File: config.mk
export PLATFORM = sky130hd
export DESIGN_NAME = input_conditioner
export DESIGN_NICKNAME = d
export VERILOG_FILES = /design/src/rtl/input_conditioner.sv
export SDC_FILE = /design/constraint.sdc
export NUM_CORES = 1
export LEC_CHECK = 0
export CORE_AREA = 2 2 39 41
export DETAILED_ROUTE_END_ITERATION = 10
export DIE_AREA = 0 0 41 43
export PLACE_DENSITY = 0.47
export SLEW_MARGIN = 20
export SYNTH_ARGS = -nofsm -noshare
export SYNTH_HDL_FRONTEND = slang
export SYNTH_SLANG_ARGS = --single-unit
File: constraint.sdc
create_clock -name clk -period 2.95 [get_ports clk]
set_input_delay 0.59 -clock clk [delete_from_list [all_inputs] [get_ports clk]]
set_output_delay 0.59 -clock clk [all_outputs]
set_load 0.005 [all_outputs]
File: src/rtl/input_conditioner.sv
// Synchronizer, debounce filter and optional edge detector for one raw asynchronous input.
// Define INPUT_CONDITIONER_EDGE_EN to build the rise/fall pulse registers; otherwise they are tied low.
`timescale 1ns/1ps

module input_conditioner #(
  parameter int   SYNC_STAGES   = 2,
  parameter int   STABLE_CYCLES = 4,
  parameter logic RESET_VALUE   = 1'b0
) (
  input  logic clk,
  input  logic rst,
  input  logic in,
  output logic out,
  output logic rise,
  output logic fall,
  output logic busy
);

  localparam int CNT_W = $clog2(STABLE_CYCLES + 1);
  localparam logic [CNT_W-1:0] CNT_LAST = CNT_W'(STABLE_CYCLES - 1);

  logic [SYNC_STAGES-1:0] sync;
  logic                   s;
  logic [CNT_W-1:0]       cnt;
  logic [CNT_W-1:0]       cnt_next;
  logic                   flip;

  always_ff @(posedge clk or posedge rst) begin
    if (rst) begin
      sync <= {SYNC_STAGES{RESET_VALUE}};
    end else begin
      sync <= {sync[SYNC_STAGES-2:0], in};
    end
  end

  assign s = sync[SYNC_STAGES-1];

  // Any cycle where s agrees with out clears the count: no partial credit for glitches.
  always_comb begin
    cnt_next = '0;
    flip     = 1'b0;
    if (s != out) begin
      if (cnt == CNT_LAST) begin
        flip = 1'b1;
      end else begin
        cnt_next = cnt + CNT_W'(1);
      end
    end
  end

  // busy is registered from the next count so it has no combinational path from in.
  always_ff @(posedge clk or posedge rst) begin
    if (rst) begin
      cnt  <= '0;
      out  <= RESET_VALUE;
      busy <= 1'b0;
    end else begin
      cnt  <= cnt_next;
      busy <= (cnt_next != '0);
      if (flip) begin
        out <= s;
      end
    end
  end

`ifdef INPUT_CONDITIONER_EDGE_EN
  always_ff @(posedge clk or posedge rst) begin
    if (rst) begin
      rise <= 1'b0;
      fall <= 1'b0;
    end else begin
      rise <= flip & s;
      fall <= flip & ~s;
    end
  end
`else
  assign rise = 1'b0;
  assign fall = 1'b0;
`endif

endmodule

* Word level (Yosys, flattened, before mapping) *
Cells that the tools add are included.

storage, ports and cells
  register bits after elaboration = 7
  bits in latches = 0
  memory bits (writable) = 0
  memory bits (read-only) = 0
  memories kept = 0

cells by class
  add/subtract/negate cells = 1
  multiply operators = 0
  div/mod/pow operators = 0
  $lt $le $gt $ge = 0
  equality and inequality tests = 2
  shift-type cells = 0
  muxes and demuxes = 4
  bitwise logic cells = 0
  reduce and logical (&&, ||, !) cells = 1

operators with widths
  kind                   count
  $mux W3                2
  $add A3 B1 Y3 const B  1
  $eq A3 B2 Y1 const B   1
  $reduce_bool A3 Y1     1
  $mux W1                2
  $ne A1 B1 Y1           1

* Depth between registers and ports, before layout *
  depth in word-level cells = 4
  depth in mapped cells = 3
  depth with buffers taken out = 3

* Worst setup path after synthesis *
No wires, ideal clock.

  kind = reg2reg
  start = register cnt[0]
  end = register out
  arrival = 1038 ps
  setup slack = 1787 ps
  cell stages (with the launch flop) = 4
  clock period less this slack = 1163 ps
  cell sequence = dfrtp_1 ha_1 nor2b_2 mux2_2

between the ends
  word-level cells in the longest chain between the ends = 3

RTL lines
  item                    line  source
  start, declared         24    logic [CNT_W-1:0] cnt;
  start signal, assigned  58    cnt <= cnt_next;
  $eq A3 B2 Y1            43    if (cnt == CNT_LAST) begin
  $mux W1                 43
  $mux W1                 42    if (s != out) begin
  end signal, assigned    61    out <= s;
  end, declared           13    output logic out,

No other way between the ends.
A chain may end at the register's enable or synchronous reset.

* Final worst setup path *
  start = register out
  end = output port out

No word-level cell between the ends.

==> out/results.txt <==
Outcome -> completed
Max IR drop VDD -> 0.268 mV
Number of placement rows -> 14
Main synth FF type -> sky130_fd_sc_hd__dfrtp_1
Number of max-slew violations in the final report -> 0
Initial DRC count -> 8
Leakage -> 0.000163 uW
Yosys warnings -> 0
Unrepaired setup endpoints after global routing -> no
Synthesized netlist cell count -> 21
Number of enable-type register cells in the synthesized netlist -> 0
Combined buffer and inverter count along the critical path -> 1
Classification of the worst-slack hold path -> reg2reg
Bufs on Longest Clock Path -> 2
Setup violations, final -> 0
Category of the worst setup path launch point -> flop
CP Data Required Time -> 2.36 ns
Overflow left after global routing -> 0
Skew final -> 0.00621 ns
Die width -> 41 microns
Switching fraction of total power -> 0.275
Post-Place Cells -> 40
Cell types with the highest counts after synthesis -> sky130_fd_sc_hd__dfrtp_1, sky130_fd_sc_hd__nor3b_1, sky130_fd_sc_hd__buf_4
Max-cap violations -> 0
Number of antenna repair diodes -> 0
Area of the core region -> 0.00138 sq mm
Number of cells on the worst hold path -> 0
Non-filler instance count after layout -> 44
Io pins -> 7
Cell count of the worst reg-to-reg path -> 3
Full die area -> 0.00176 sq mm
Antenna Violating Nets Remaining -> 0
Top cell type's share of synthesized area -> 0.622
Critical path class -> reg2out
Endpoint type of the worst setup path -> output port
Number of buffers added to fix hold violations after cts -> 0
Final-layout setup total negative slack -> 0 ns
Clk slew on worst S/H paths -> 0.05 ns
Insertion delay to the later sink of the worst-skew pair -> 0.25 ns
Maximum fanout encountered on the critical timing path -> 3
Relative contribution of combinational cells to total power -> 0.305
Part of the total power dissipated in sequential elements -> 0.427
Die boundary height -> 43 microns
Power density relative to cell area -> 910 mW/mm^2
H-Tree Depth -> 1
WL per Instance -> 9.59 microns
Unique masters post-synth -> 12
Final Power -> 325 uW
Clock sink total -> 7
Clock share of power -> 0.269
Global placement routability congestion -> 0.679
Dominant cell by count in the synthesized netlist -> sky130_fd_sc_hd__dfrtp_1
CTS tree -> yes
Internal power -> 235 uW
Port-buffer cells -> 4
Clock buffers created by TritonCTS -> 3
Clock root cell -> sky130_fd_sc_hd__clkbuf_4
Detailed-route DRC error count -> 0
Routed vias -> 162
Aggregate global-route resource usage -> 0.0702
Post-synthesis sequential element count -> 7
Signal arrival time at the worst endpoint -> 1.14 ns
DRT Pass-1 Iters -> 4
Most area-hungry cell type in the Yosys netlist -> sky130_fd_sc_hd__dfrtp_1
Net Switching -> 89.4 uW
Top cells by area, synth -> sky130_fd_sc_hd__dfrtp_1, sky130_fd_sc_hd__nor3b_1, sky130_fd_sc_hd__buf_4
Cell chain of the critical path -> clkdlybuf4s50_1
Starting Density -> 0.203
Slowest stage cell on the critical path -> sky130_fd_sc_hd__clkdlybuf4s50_1
Crit path max-delay family -> buffers and inverters
Minimum period implied by the final worst setup slack -> 1.73 ns
CP max stage delay -> 0.52 ns
Highest Clock Rate -> 579 MHz
Resized Gates After CTS -> 0
Async S/R FF share, synth -> 1.00
Vias per cell -> 3.68
Fraction of layout cells with a size suffix above 1 -> 0.179
Avg Cell Area, Syn -> 13.4 sq um
Via count of the first global-routing pass -> 181
Area of the mapped netlist -> 282 sq um
Largest net degree at the start of global routing -> 8
Initial antenna violation count -> 0
Share of synthesized area occupied by flip-flops and latches -> 0.622
Crit. path cell count -> 1
Total half-perimeter wirelength after legalization and detailed placement -> 299 microns
Post-CTS setup buffer count -> 0
# nets final -> 33
Synthesis-to-layout area growth -> 26.7%
Wire length of the first global-routing pass -> 731 microns
Share of the cycle needed by the critical path after routing -> 0.585
Final hold violation count -> 0
Post-Route WL -> 422 microns
-- cells in the final DEF (no fill, tap or decap), types with 2 or more instances in the layout --
master                            n
sky130_fd_sc_hd__nor3b_1          3
sky130_fd_sc_hd__conb_1           2
sky130_fd_sc_hd__dfrtp_1          7
sky130_fd_sc_hd__clkbuf_4         3
sky130_fd_sc_hd__clkdlybuf4s50_1  4
-- final cells by class --
class | instances | area [sq um]
fillers | 146 | 1030
inverters | 1 | 3.75
well taps | 16 | 20.0
flip-flops and latches | 7 | 175
multi-input cells | 12 | 91.3
clock buffers | 4 | 26.3
repair buffers | 4 | 40.0
-- per-stage QoR --
stage | utilization | hold slack [ns] | cell area (sq um) | setup WS [ns]
floorplan | - | 0.331 | 285 | 1.79
global placement | 0.239 | 0.337 | 330 | 1.50
detailed placement | 0.239 | 0.342 | 330 | 1.49
CTS | 0.258 | 0.351 | 357 | 1.21
global route | 0.258 | 0.367 | 357 | 1.18
finish | 0.258 | 0.349 | 357 | 1.22
-- path summary, 6_finish.rpt --
kind | from | slack, ns | end
max | out | 1.22 | out
min | sync[0] | 0.35 | sync[1]
max reg2reg | cnt[0] | 1.68 | out
min reg2reg | sync[0] | 0.35 | sync[1]
max in group asynchronous | rst | 2.17 | sync[0]
min in group asynchronous | rst | 0.57 | busy
-- kinds of logic after synthesis --
group,share of synthesized area
adders and majority gates,0.0444
other,0.0133
xor gates and xnor gates,0.0311
DFF,0.622
muxes,0.0400
and+or+nand+nor,0.182
buffers and inverters,0.0666
-- state kept, by name, summed over array words and instances, names as in the netlist --
signal  flops
cnt         3
out         1
sync        2
busy        1
-- power groups by stage --
stage	Combinational (uW)	Clock, uW	Sequential (uW)
2_1_floorplan	59.9	0	138
3_3_place_gp	96.7	0	138
3_5_place_dp	101	0	140
4_1_cts	101	91.2	138
5_1_grt	111	96.1	141
6_report	98.9	87.2	138
-- layer usage --
| metal | routed length, microns | global-route usage |
|---|---|---|
| met5 | 0 | 0 |
| met4 | 0 | 0.0800 |
| met3 | 35 | 0.0471 |
| met2 | 193 | 0.0750 |
| met1 | 193 | 0.0805 |
Note: power is estimated with default switching activity, not from simulation.
